==> src/rtl/mag_countdown_timer_pkg.sv <==
// Shared encodings and constants for the magnetron cook-time countdown.
package mag_countdown_timer_pkg;

  typedef enum logic [2:0] {
    MAG_ST_IDLE  = 3'd0,
    MAG_ST_ENTRY = 3'd1,
    MAG_ST_RUN   = 3'd2,
    MAG_ST_PAUSE = 3'd3,
    MAG_ST_DONE  = 3'd4
  } mag_state_e;

  localparam logic [15:0] BCD_ZERO     = 16'h0000;
  localparam logic [3:0]  SEC_TENS_MAX = 4'd5;
  localparam logic [3:0]  DIGIT_MAX    = 4'd9;

  function automatic logic digit_ok(input logic [3:0] d);
    return d <= DIGIT_MAX;
  endfunction

endpackage

==> src/rtl/mag_bcd_down_digit.sv <==
// One BCD digit of the down-counter: decrements, wrapping 0 to MAX with a borrow.
module mag_bcd_down_digit
  import mag_countdown_timer_pkg::*;
#(
  parameter logic [3:0] MAX = DIGIT_MAX
) (
  input  logic [3:0] value,
  input  logic       dec_in,
  output logic [3:0] value_nxt,
  output logic       borrow_out
);

  assign borrow_out = dec_in && (value == 4'd0);

  always_comb begin
    value_nxt = value;
    if (dec_in) begin
      value_nxt = (value == 4'd0) ? MAX : value - 4'd1;
    end
  end

endmodule

==> src/rtl/mag_countdown_timer.sv <==
// MM:SS cook-time countdown: keypad entry shifter, run/pause/done FSM, 1 Hz decrement.
// Optional end-of-cook beep output is built when MAG_TIMER_BEEP_EN is defined.
module mag_countdown_timer
  import mag_countdown_timer_pkg::*;
#(
  parameter int BEEP_TICKS = 3
) (
  input  logic        clk,
  input  logic        resetn,
  input  logic        tick_1hz,
  input  logic        digit_valid,
  input  logic [3:0]  digit_in,
  input  logic        clearn,
  input  logic        mag_on,
  output logic [15:0] time_bcd,
  output logic        running,
`ifdef MAG_TIMER_BEEP_EN
  output logic        beep,
`endif
  output logic        timer_done
);

  mag_state_e  state_q, state_d;
  logic [15:0] time_q, time_d;
  logic        running_q;
  logic        done_q;

  logic [3:0]  su_n, st_n, mu_n, mt_n;
  logic        b_su, b_st, b_mu, b_mt;
  logic [15:0] dec_val;
  logic        digit_take;

  // Borrow chain; seconds tens wraps to 5 so 1:00 becomes 0:59.
  mag_bcd_down_digit #(.MAX(DIGIT_MAX)) u_sec_u (
    .value(time_q[3:0]), .dec_in(1'b1), .value_nxt(su_n), .borrow_out(b_su));
  mag_bcd_down_digit #(.MAX(SEC_TENS_MAX)) u_sec_t (
    .value(time_q[7:4]), .dec_in(b_su), .value_nxt(st_n), .borrow_out(b_st));
  mag_bcd_down_digit #(.MAX(DIGIT_MAX)) u_min_u (
    .value(time_q[11:8]), .dec_in(b_st), .value_nxt(mu_n), .borrow_out(b_mu));
  mag_bcd_down_digit #(.MAX(DIGIT_MAX)) u_min_t (
    .value(time_q[15:12]), .dec_in(b_mu), .value_nxt(mt_n), .borrow_out(b_mt));

  assign dec_val = {mt_n, mu_n, st_n, su_n};

  assign digit_take = digit_valid && digit_ok(digit_in) &&
                      (state_q inside {MAG_ST_IDLE, MAG_ST_ENTRY, MAG_ST_DONE});

  always_comb begin
    state_d = state_q;
    time_d  = time_q;
    if (!clearn) begin
      state_d = MAG_ST_IDLE;
      time_d  = BCD_ZERO;
    end else if (digit_take) begin
      time_d  = (state_q == MAG_ST_DONE) ? {12'h000, digit_in} : {time_q[11:0], digit_in};
      state_d = MAG_ST_ENTRY;
    end else begin
      case (state_q)
        MAG_ST_IDLE: begin
          if (mag_on) state_d = MAG_ST_DONE;
        end
        MAG_ST_ENTRY: begin
          // A zero cook time must never energise the magnetron; go straight to DONE.
          if (mag_on) state_d = (time_q == BCD_ZERO) ? MAG_ST_DONE : MAG_ST_RUN;
        end
        MAG_ST_RUN: begin
          if (!mag_on) begin
            state_d = MAG_ST_PAUSE;
          end else if (tick_1hz && !b_mt) begin
            time_d = dec_val;
            if (dec_val == BCD_ZERO) state_d = MAG_ST_DONE;
          end
        end
        MAG_ST_PAUSE: begin
          if (mag_on) state_d = MAG_ST_RUN;
        end
        MAG_ST_DONE: begin
          time_d = BCD_ZERO;
        end
        default: begin
          state_d = MAG_ST_IDLE;
          time_d  = BCD_ZERO;
        end
      endcase
    end
  end

  always_ff @(posedge clk or negedge resetn) begin
    if (!resetn) begin
      state_q   <= MAG_ST_IDLE;
      time_q    <= BCD_ZERO;
      running_q <= 1'b0;
      done_q    <= 1'b0;
    end else begin
      state_q   <= state_d;
      time_q    <= time_d;
      running_q <= (state_d == MAG_ST_RUN);
      done_q    <= (state_d == MAG_ST_DONE);
    end
  end

  assign time_bcd   = time_q;
  assign running    = running_q;
  assign timer_done = done_q;

`ifdef MAG_TIMER_BEEP_EN
  localparam logic [7:0] BEEP_LAST = 8'(BEEP_TICKS - 1);

  logic       beep_q, beep_d;
  logic [7:0] beep_cnt_q, beep_cnt_d;

  // Any fresh entry into DONE restarts the alert; leaving DONE silences it.
  always_comb begin
    beep_d     = beep_q;
    beep_cnt_d = beep_cnt_q;
    if (state_d == MAG_ST_DONE && state_q != MAG_ST_DONE) begin
      beep_d     = 1'b1;
      beep_cnt_d = 8'd0;
    end else if (state_d != MAG_ST_DONE) begin
      beep_d     = 1'b0;
      beep_cnt_d = 8'd0;
    end else if (beep_q && tick_1hz) begin
      beep_cnt_d = beep_cnt_q + 8'd1;
      if (beep_cnt_q == BEEP_LAST) beep_d = 1'b0;
    end
  end

  always_ff @(posedge clk or negedge resetn) begin
    if (!resetn) begin
      beep_q     <= 1'b0;
      beep_cnt_q <= 8'd0;
    end else begin
      beep_q     <= beep_d;
      beep_cnt_q <= beep_cnt_d;
    end
  end

  assign beep = beep_q;
`endif

endmodule

==> config.mk <==
export PLATFORM = sky130hd
export DESIGN_NAME = mag_countdown_timer
export DESIGN_NICKNAME = d
export VERILOG_FILES = /design/src/rtl/mag_countdown_timer_pkg.sv /design/src/rtl/mag_bcd_down_digit.sv /design/src/rtl/mag_countdown_timer.sv
export SDC_FILE = /design/constraint.sdc
export NUM_CORES = 1
export LEC_CHECK = 0
export CORE_MARGIN = 4
export CORE_UTILIZATION = 50
export CTS_CLUSTER_DIAMETER = 150
export DETAILED_ROUTE_END_ITERATION = 12
export PLACE_DENSITY = 0.81
export SYNTH_ARGS = -nofsm -noshare
export SYNTH_HDL_FRONTEND = slang
export SYNTH_SLANG_ARGS = --single-unit
==> constraint.sdc <==
create_clock -name clk -period 4.1 [get_ports clk]
set_input_delay 1.23 -clock clk [delete_from_list [all_inputs] [get_ports clk]]
set_output_delay 1.23 -clock clk [all_outputs]
set_load 0.01 [all_outputs]
# ---- Word level (Yosys, flattened, before mapping)
# Index checks and enable logic that the tools add are counted.
dict set report totals {
  ff_bits 21
  in_bits 10
  out_inout_bits 18
  wordCells 58
}
dict set report classes {
  n_addsub 4
  n_lt_le_gt_ge 1
  n_eq_ne 9
  mux 23
  n_reduce_logical 17
}
# cell count
set op_table {}
lappend op_table {{two-way mux 16 bit} 5}
lappend op_table {{logical NOT 16 bit} 2}
lappend op_table {{case mux 16 bit (2 select lines)} 1}
lappend op_table {{two-way mux 4 bit} 7}
lappend op_table {{two-way mux 3 bit} 9}
lappend op_table {{logical NOT 4 bit} 4}
lappend op_table {{subtractor 4 x 1 -> 4 bit (second input constant)} 4}
lappend op_table {{case mux 3 bit (5 select lines)} 1}
lappend op_table {{== test 3 x 2 -> 1 bit (second input constant)} 3}
lappend op_table {{inequality test 4 bit (second input constant)} 2}
lappend op_table {{== test 3 bit (second input constant)} 2}
lappend op_table {{logical AND 1 bit} 6}
lappend op_table {{less-or-equal comparator 4 bit (second input constant)} 1}
lappend op_table {{== test 3 x 1 -> 1 bit (second input constant)} 1}
lappend op_table {{logical NOT 3 bit} 1}
lappend op_table {{inequality test 3 x 2 -> 1 bit (second input constant)} 1}
lappend op_table {{AND reduction 3 bit} 1}
lappend op_table {{nonzero test 3 bit} 1}
lappend op_table {{OR reduction 3 bit} 1}
lappend op_table {{logical NOT 1 bit} 1}

# ---- Logic depth before layout (Yosys ltp)
# Gate-level depths: netlist of run 1.
dict set report depth {
  ltp_word 12
  ltp_mapped 9
  depth_no_buf 7
}

# ---- Hierarchy
# From an unflattened synthesis of run 1, not the netlist that was laid out.
dict set report hier_totals {
  cells_unflattened 143
  hier_area_um2 1471.4
}
# mod n_inst cells_each area_each_um2 seq_area_each_um2
set by_module_without_submodules {}
lappend by_module_without_submodules {mag_countdown_timer 1 101 1176.1 525.5}
lappend by_module_without_submodules {{mag_bcd_down_digit (u_min_t ...)} 3 11 78.8 0.0}
lappend by_module_without_submodules {{mag_bcd_down_digit (u_sec_t)} 1 9 58.8 0.0}

# ---- Worst setup path before layout of run 1
# Ideal clock, no wire load.
dict set report synth_timing {
  path_type {reg2reg}
  from {reg time_q[0] (netlist: time_bcd[0])}
  to {reg state_q[2]}
  setup_time_ps 67
  arrival_time_ps 2598
  required_ps 4033
  path_slack_ps 1435
  path_stages_with_launch 10
  n_path_buf 2
  period_less_slack_ps 2665
  path_cell_list {dfrtp_1 -> inv_1 -> ha_1 -> or3b_1 -> buf_6 -> or4_4 -> buf_6 -> xnor2_2 -> nor4_1 -> o2111a_1}
}
dict set report synth_via {
  elab_chain_len 11
  elab_cells_between_ends 21
  classes_between {add/sub: 1; mux: 12; reduce/logical: 8}
}
# item line_no
set synth_lines {}
lappend synth_lines {{from (decl)} mag_countdown_timer.sv:24} ;# logic [15:0] time_q, time_d;
lappend synth_lines {{from (signal assigned)} mag_countdown_timer.sv:96} ;# time_q <= time_d;
lappend synth_lines {{branches (longest 8 deep; another with subtractor 4 x 1 -> 4 bit)} -}
lappend synth_lines {{case mux 3 bit (5 select lines) *} mag_countdown_timer.sv:58} ;# case (state_q)
lappend synth_lines {{two-way mux 3 bit *} mag_countdown_timer.sv:54} ;# end else if (digit_take) begin
lappend synth_lines {{two-way mux 3 bit *} mag_countdown_timer.sv:51} ;# if (!clearn) begin
lappend synth_lines {{net state_d[2]} mag_countdown_timer.sv:23} ;# mag_state_e state_q, state_d;
lappend synth_lines {{to (signal assigned)} mag_countdown_timer.sv:95} ;# state_q <= state_d;
lappend synth_lines {{to (decl)} mag_countdown_timer.sv:23}
# Mark *: on every way through the listed nets, which the timed path passes.
# A chain may end at the register's enable or synchronous reset.

# ---- Worst setup path after layout of run 1
dict set report layout_timing {
  from {in digit_in[2]}
  to {reg time_q[9] (netlist: time_bcd[9])}
}
dict set report layout_via {
  elab_chain_len 5
  elab_cells_between_ends 9
  classes_between {order compare: 1; eq/ne: 3; mux: 2; reduce/logical: 3}
}
# item line_no
set layout_lines {}
lappend layout_lines {{from (decl)} mag_countdown_timer.sv:12} ;# input logic [3:0] digit_in,
lappend layout_lines {{less-or-equal comparator 4 bit *} mag_countdown_timer_pkg.sv:17} ;# return d <= DIGIT_MAX;
lappend layout_lines {{logical AND 1 bit * (2 in a row)} mag_countdown_timer.sv:45} ;# assign digit_take = digit_valid && digit_ok(digit_in) &&
lappend layout_lines {{inequality test 4 bit (no source line) (tied with other cells)} -}
lappend layout_lines {{AND reduction 3 bit (no source line) or two-way mux 16 bit (tied branches)} -}
# Every way passes the cells marked *; elsewhere a longest branch is shown, timed or not.

==> results of run 1 <==
==> path summary, 6_finish.rpt <==
kind / from / to / cells past startpoint / slack [ps]
max reg2reg: time_bcd[0]$_DFFE_PN0P_ / timer_done$_DFF_PN0_ / 7 / 1110
max: digit_in[2] / time_bcd[9]$_DFFE_PN0P_ / 6 / 1060
min reg2reg: time_bcd[15]$_DFFE_PN0P_ / time_bcd[15]$_DFFE_PN0P_ / 1 / 620
min in group asynchronous: resetn / time_bcd[8]$_DFFE_PN0P_ / 1 / 1420
min: time_bcd[15]$_DFFE_PN0P_ / time_bcd[15]$_DFFE_PN0P_ / 1 / 620
max in group asynchronous: resetn / state_q[2]$_DFF_PN0_ / 1 / 2120
==> registers in the layout, summed over array words and instances, names as in the netlist <==
name,count
time_bcd,16
running,1
state_q,3
timer_done,1
==> worst register-to-register path, delay by kind of cell (launching register included) <==
family                   cells  cell delay, ps
adder cells (fa/ha/maj)      1             250
flip-flops                   1             460
buffers and inverters        1             130
AND/OR/NAND/NOR              3            1680
AO/OA/AOI/OAI                1             250
XOR/XNOR                     1             170
==> routing by layer <==
metal / up-vias / track usage
met3: 7 / 0.0324
met2: 83 / 0.354
met5: - / 0
met1: 692 / 0.262
li1: 660 / -
met4: 0 / 0.0579
==> metrics by stage <==
step / hold WS [ps] / utilization / area, um2
after floorplan: 579 / - / 1490
after global placement: 571 / 0.605 / 1700
after detailed placement: 577 / 0.605 / 1700
after CTS: 616 / 0.615 / 1720
after global routing: 654 / 0.615 / 1720
final: 616 / 0.615 / 1720
==> layout make-up <==
type / count / area [um2] / share of cell area
inverter: 4 / 15.0 / 0.00871
multi-input combinational: 123 / 841 / 0.488
sequential: 21 / 526 / 0.305
clock buffer: 4 / 26.3 / 0.0152
timing repair buffer: 28 / 278 / 0.161
tap: 31 / 38.8 / 0.0225
==> power by group through the flow <==
| stage | clock [mW] | combinational, mW | sequential [mW] |
|---|---|---|---|
| 2_1_floorplan | 0 | 0.0919 | 0.225 |
| 3_3_place_gp | 0 | 0.115 | 0.227 |
| 3_5_place_dp | 0 | 0.117 | 0.227 |
| 4_1_cts | 0.105 | 0.118 | 0.223 |
| 5_1_grt | 0.114 | 0.131 | 0.225 |
| 6_report | 0.102 | 0.120 | 0.224 |
==> placed cells by master (no fill, tap or decap), drive strengths merged, types with 2 or more instances in the layout <==
cell type	count
nor4	6
mux2i	4
clkbuf	4
a32oi	4
or3	2
o2111a	2
mux2	2
dfrtp	21
a21oi	11
or2b	2
nand3	3
o21ai	8
and4b	2
nor3	10
a22o	3
o22ai	9
nor2	15
nand2	8
or4	5
o21bai	3
o2bb2ai	10
a22oi	2
inv	4
nor2b	3
ha	2
clkdlybuf4s50	27
==> cell families after synthesis <==
| kind of cell | Yosys count |
|---|---|
| AND/OR/NAND/NOR | 59 |
| buffers and inverters | 14 |
| multiplexers | 6 |
| XOR/XNOR | 1 |
| adder cells (fa/ha/maj) | 2 |
| AO/OA/AOI/OAI | 55 |
| flip-flops | 21 |
==> impl_results.md, run 1 <==
* Final Non-Filler Cells at 211
* Setup Slack @ Placement at 775 ps
* Layout net count at slightly below 200
* Critical path's largest stage delay at 500 ps
* Port-buffer cells at 27
* Hold buffers post-CTS at 0
* Htree depth at 1
* Top FF cell, synth: dfrtp_1
* Die X at approximately 63 um
* Power Density at 258 mW/mm2
* Mux contribution to synthesized area at 0.0421
* Core ar. at 0.00281 mm2
* Antenna-violating nets left at 0
* Worst Path Buf+Inv at 1
* Worst slew pin tran at 913 ps
* Vias per inst at 6.83
* First-pass GRT wire length at 6580 um
* Setup TNS at 0 ps
* YS warnings at 0
* Drt pass-1 iters at 4
* Largest family of logic cells by synthesized area: compound AO/OA/AOI/OAI gates
* Crit-path slowest cell: clkdlybuf4s50_1
* Crit path max-delay family: simple AND/OR/NAND/NOR gates
* CP startpoint kind: input port
* Layout fillers at 251
* Comb pwr share at 0.269
* Post-synthesis instance total at 158
* Share of the synthesized area in the top cell type at 0.354
* Top cells by count, synth: dfrtp_1, nor2_1, a21oi_1
* WP data required at approximately 4300 ps
* Area growth, synth to finish at 16.0%
* RSZ-0062 raised after global routing: no
* Sw Pwr at roughly 140 uW
* Seq cells post-synth at 21
* Highest metal used: met4
* Die H at between 60 and 70 um
* WL met3 at about 300 um
* Mapped cell area at 0.00149 mm2
* Fmax at approximately 330 MHz
* DR DRC count at 0
* Dpl cells at 207
* TritonCTS Buffers at 3
* Max Cap Violations at 0
* Tightest Hold Check Type: reg2reg
* Worst-path clk slew at 120 ps
* Initial drt markers at 144
* P_int at 302 uW
* CP endpoint kind: flip-flop
* # IOs at 28
* Post-layout min period at 3040 ps
* Outcome: complete, no violations
* Synth Area in XOR/XNOR at 0.0109
* GRT Total Usage at 0.204
* Largest cells by area after synthesis: dfrtp_1, o2bb2ai_1, buf_6, o22ai_1, a21oi_1
* Vias in the first global route at 1,348
* Wire length per cell at 18.1 um
* Sequential element share of the synthesized area at 0.354
* Pin count of the biggest net entering global routing at 22
* Clk network pwr share at 0.229
* Row count at 19
* DIE AREA at 0.00391 mm2
* N_diodes at 0
* Count leader, synth: dfrtp_1
* Post-CTS setup buffers at 0
* Post-synth top area cell: dfrtp_1
* Worst setup margin at 1060 ps
* Total Routed Length at 3830 um
* Root Driver: clkbuf_4
* Count of cell types in the netlist at 42
* Final period utilization at 0.741
* Power, Total at roughly 450 uW
* Starting density of the core at 0.530
* Clock Skews at approximately 4 ps
* Synth async-reset ratio at 1.00
* Number of flops mapped to enable cells by yosys at 0
* Wire length on met2 at 1850 um
* DRT met1 WL at 1620 um
* Crit path DAT at approximately 3300 ps
* GPL Wtd Cong at 0.917
* Worst rel slew slack at 0.389
* Post-synthesis simple-gate area fraction at 0.237
* Dpl hpwl at 2780 um
* Sw Ratio at 0.322
* Fraction of layout cells with a size suffix above 1 at 0.0833
* Post-CTS Resized at 0
* CP Class: in2reg
* Synthesized netlist net count at 170
* CTS sink cnt at 21
* Max Slew Vio Count at 0
* Final-report hold violation count at 0
* Grt ovf at 0
* Syn Area/Cell at 9.41 um2
* Post-Synth Adder-Cell Area at 0.0168
* Clock buffer depth at 2
* Crit-path cells: clkdlybuf4s50_1 -> o21ai_0 -> nand3_1 -> nand2_1 -> nor2_4 -> mux2_2
* CTS tree: yes
* Clk_lat worst skew at slightly above 300 ps
* CP Max Fanout at 14
* Sequential share of power at 0.502
* Vias at 1,442
* Worst vdd ir at approximately 0.20 mV
* Initial antenna violation count at 0
* Static Leak at 0.688 nW
* Final setup violation count at 0
* Synth Area in Compound Gates at 0.259
(Power assumes the default switching activity.)
==> run 2, diff against run 1 <==
--- a/config.mk
+++ b/config.mk
@@ -6,10 +6,10 @@
 export NUM_CORES = 1
 export LEC_CHECK = 0
 export CORE_MARGIN = 4
-export CORE_UTILIZATION = 50
+export CORE_UTILIZATION = 47
 export CTS_CLUSTER_DIAMETER = 150
 export DETAILED_ROUTE_END_ITERATION = 12
-export PLACE_DENSITY = 0.81
+export PLACE_DENSITY = 0.8
 export SYNTH_ARGS = -nofsm -noshare
 export SYNTH_HDL_FRONTEND = slang
 export SYNTH_SLANG_ARGS = --single-unit
==> constraint.sdc (replaced) <==
create_clock -name clk -period 2.7 [get_ports clk]
set_input_delay 0.81 -clock clk [delete_from_list [all_inputs] [get_ports clk]]
set_output_delay 0.81 -clock clk [all_outputs]
set_load 0.01 [all_outputs]
==> run 2 against run 1 <==
Cell count increased by 15%; utilization is 0.98 points higher; non-clock buffer count rose by 19.
==> impl_results.md, run 2 (same netlist as run 1, synthesis figures left out) <==
* Clock Skews at 1.19 ps (-2.77 ps)
* Post-layout min period at 2530 ps
* Critical path's largest stage delay at 560 ps (+60 ps)
* Fraction of layout cells with a size suffix above 1 at 0.186 (+0.103)
* # IOs at 28 (unchanged)
* WP data required at 2960 ps (-1350 ps)
* First-pass GRT wire length at 6870 um (+4.4%)
* Layout net count at 212 (+9.8%)
* Critical Path Sink: state_q[2]$_DFF_PN0_
* R2R depth at 8 (+1)
* Post-CTS setup buffers at 0 (unchanged)
* CP Max Fanout at 6 (-8)
* Initial antenna violation count at 0 (unchanged)
* Tightest Hold Check Type: reg2reg
* Crit-path slowest cell: or4_4
* Pin count of the biggest net entering global routing at 22 (unchanged)
* Worst vdd ir at 0.298 mV (+53%)
* Final setup violation count at 0 (unchanged)
* Wire length on met2 at 2040 um (+10%)
* DRT met1 WL at 1730 um (+6.9%)
* Worst rel slew slack at 0.641 (+0.252)
* Power Density at 378 mW/mm2 (+46%)
* GRT Total Usage at 0.205 (+0.000470)
* Crit path DAT at 2780 ps (-470 ps)
* Core ar. at 0.00303 mm2 (+7.9%)
* Starting density of the core at 0.491 (-0.0390)
* Initial drt markers at 104 (-28%)
* Antenna-violating nets left at 0 (unchanged)
* Port-buffer cells at 27 (unchanged)
* Fmax at 396 MHz
* Launch point of the critical path: time_bcd[1]$_DFFE_PN0P_
* CTS sink cnt at 21 (unchanged)
* Vias at 1,502 (+4.2%)
* Dpl hpwl at 3040 um (+9.6%)
* Worst slew pin tran at 537 ps (-376 ps)
* R2R Path End: state_q[2]$_DFF_PN0_
* Max reg flops at 16 (unchanged)
* Drt pass-1 iters at 4 (unchanged)
* Most frequent cells in the layout: clkdlybuf4s50_1, dfrtp_1, buf_4
* Final period utilization at 0.936
* CP Class: reg2reg
* Outcome: complete, no violations
* Commonest non-fill, non-tap cell in the layout: clkdlybuf4s50_1
* Vias per inst at 6.18 (-9.6%)
* CP endpoint kind: flip-flop
* N_diodes at 0 (unchanged)
* CTS tree: yes
* Total Routed Length at 4140 um (+8.0%)
* Wire length per cell at 17.0 um (-6.2%)
* Clock buffer depth at 2 (unchanged)
* Row count at 20 (+1)
* Reg2reg start: time_bcd[1]$_DFFE_PN0P_
* Worst-path clk slew at 140 ps (+20 ps)
* Highest metal used: met4
* Max Cap Violations at 0 (unchanged)
* Reg2reg setup slack at 170 ps (-940 ps)
* Vias in the first global route at 1,509 (+12%)
* Die X at 64.2 um (+2.7%)
* Layout fillers at 260 (+3.6%)
* Clk_lat worst skew at 310 ps (about the same)
* Grt ovf at 0 (unchanged)
* Power, Total at 714 uW (+60%)
* Crit-path cells: inv_2 -> ha_1 -> or3b_1 -> or4_4 -> xnor2_2 -> nor4_2 -> buf_4 -> o2111a_1
* DIE AREA at 0.00413 mm2 (+5.5%)
* Final-report hold violation count at 0 (unchanged)
* Area growth, synth to finish at 27.2%
* Setup TNS at 0 ps (unchanged)
* WL met3 at 320 um (+6.7%)
* Die H at 64.2 um (+2.7%)
* TritonCTS Buffers at 3 (unchanged)
* Htree depth at 1 (unchanged)
* DR DRC count at 0 (unchanged)
* GPL Wtd Cong at 0.898 (-2.0%)
* RSZ-0062 raised after global routing: no
* CP startpoint kind: flip-flop
* Static Leak at 0.787 nW (+15%)
* Root Driver: clkbuf_4
* Max Slew Vio Count at 0 (unchanged)
## run 2: cell count changes in the layout (fill, tap and decap cells not counted)
cell	delta
buf_4	+19
clkbuf_1	-1
clkinv_2	+1
inv_1	-1
inv_2	+1
nor4_1	-1
nor4_2	+1
## run 2: power breakdown
group | total, mW | switching (mW) | internal, mW
clock | 0.166 | 0.111 | 0.0553
sequential | 0.335 | 0.0118 | 0.324
combinational | 0.212 | 0.116 | 0.0966
total | 0.714 | 0.239 | 0.475
## run 2: layout make-up
type | count | area [um2] | share of cell area
clock inverters | 1 | 5.00 | 0.00265
repair buffers | 47 | 420 | 0.222
multi-input cells | 123 | 847 | 0.448
inverters | 4 | 15.0 | 0.00794
clock buffers | 3 | 22.5 | 0.0119
flip-flops and latches | 21 | 526 | 0.278
well taps | 44 | 55.1 | 0.0291
## run 2: per-stage QoR
stage | area (um2) | setup slack (ps) | hold slack [ps] | utilization | cells
floorplan | 1490 | 34.7 | 514 | - | 158
global placement | 1860 | 133 | 572 | 0.613 | 239
detailed placement | 1860 | 58.3 | 582 | 0.613 | 239
CTS | 1880 | 114 | 617 | 0.622 | 243
global route | 1890 | 37.9 | 650 | 0.624 | 243
finish | 1890 | 174 | 616 | 0.624 | 243
## run 2: worst min-delay path by stage
stage	start	endpoint	slack (ps)	depth (start not counted)
after floorplan	resetn	running$_DFF_PN0_	510	0
after global placement	time_bcd[15]$_DFFE_PN0P_	time_bcd[15]$_DFFE_PN0P_	570	1
after detailed placement	time_bcd[14]$_DFFE_PN0P_	time_bcd[14]$_DFFE_PN0P_	580	1
after CTS	time_bcd[6]$_DFFE_PN0P_	time_bcd[6]$_DFFE_PN0P_	620	1
after global routing	time_bcd[13]$_DFFE_PN0P_	time_bcd[13]$_DFFE_PN0P_	650	1
final	time_bcd[14]$_DFFE_PN0P_	time_bcd[14]$_DFFE_PN0P_	620	1
## run 2: worst max-delay path, delay by kind of cell (launching register included)
kind / cells / cell delay (ps)
simple gates: 3 / 1250
compound gates: 1 / 170
buf+inv: 2 / 270
fa+ha+maj: 1 / 170
xor+xnor: 1 / 170
flops: 1 / 440
## run 2: layer usage
layer	vias up	global-route usage
li1	701	-
met1	721	0.254
met2	74	0.356
met3	6	0.0387
met4	0	0.0660
met5	-	0
## run 2: repair_timing
item                       4_1_cts  5_1_grt
hold buffers                     0        0
gates resized for setup          0        2
setup endpoints to repair        0        2
hold endpoints to repair         0        0
==> run 3, diff against run 2 <==
--- a/config.mk
+++ b/config.mk
@@ -7,7 +7,6 @@
 export LEC_CHECK = 0
 export CORE_MARGIN = 4
 export CORE_UTILIZATION = 47
-export CTS_CLUSTER_DIAMETER = 150
 export DETAILED_ROUTE_END_ITERATION = 12
 export PLACE_DENSITY = 0.8
 export SYNTH_ARGS = -nofsm -noshare
==> results of run 3 <==
The final DEF is identical to that of run 2; final timing and power are the same.
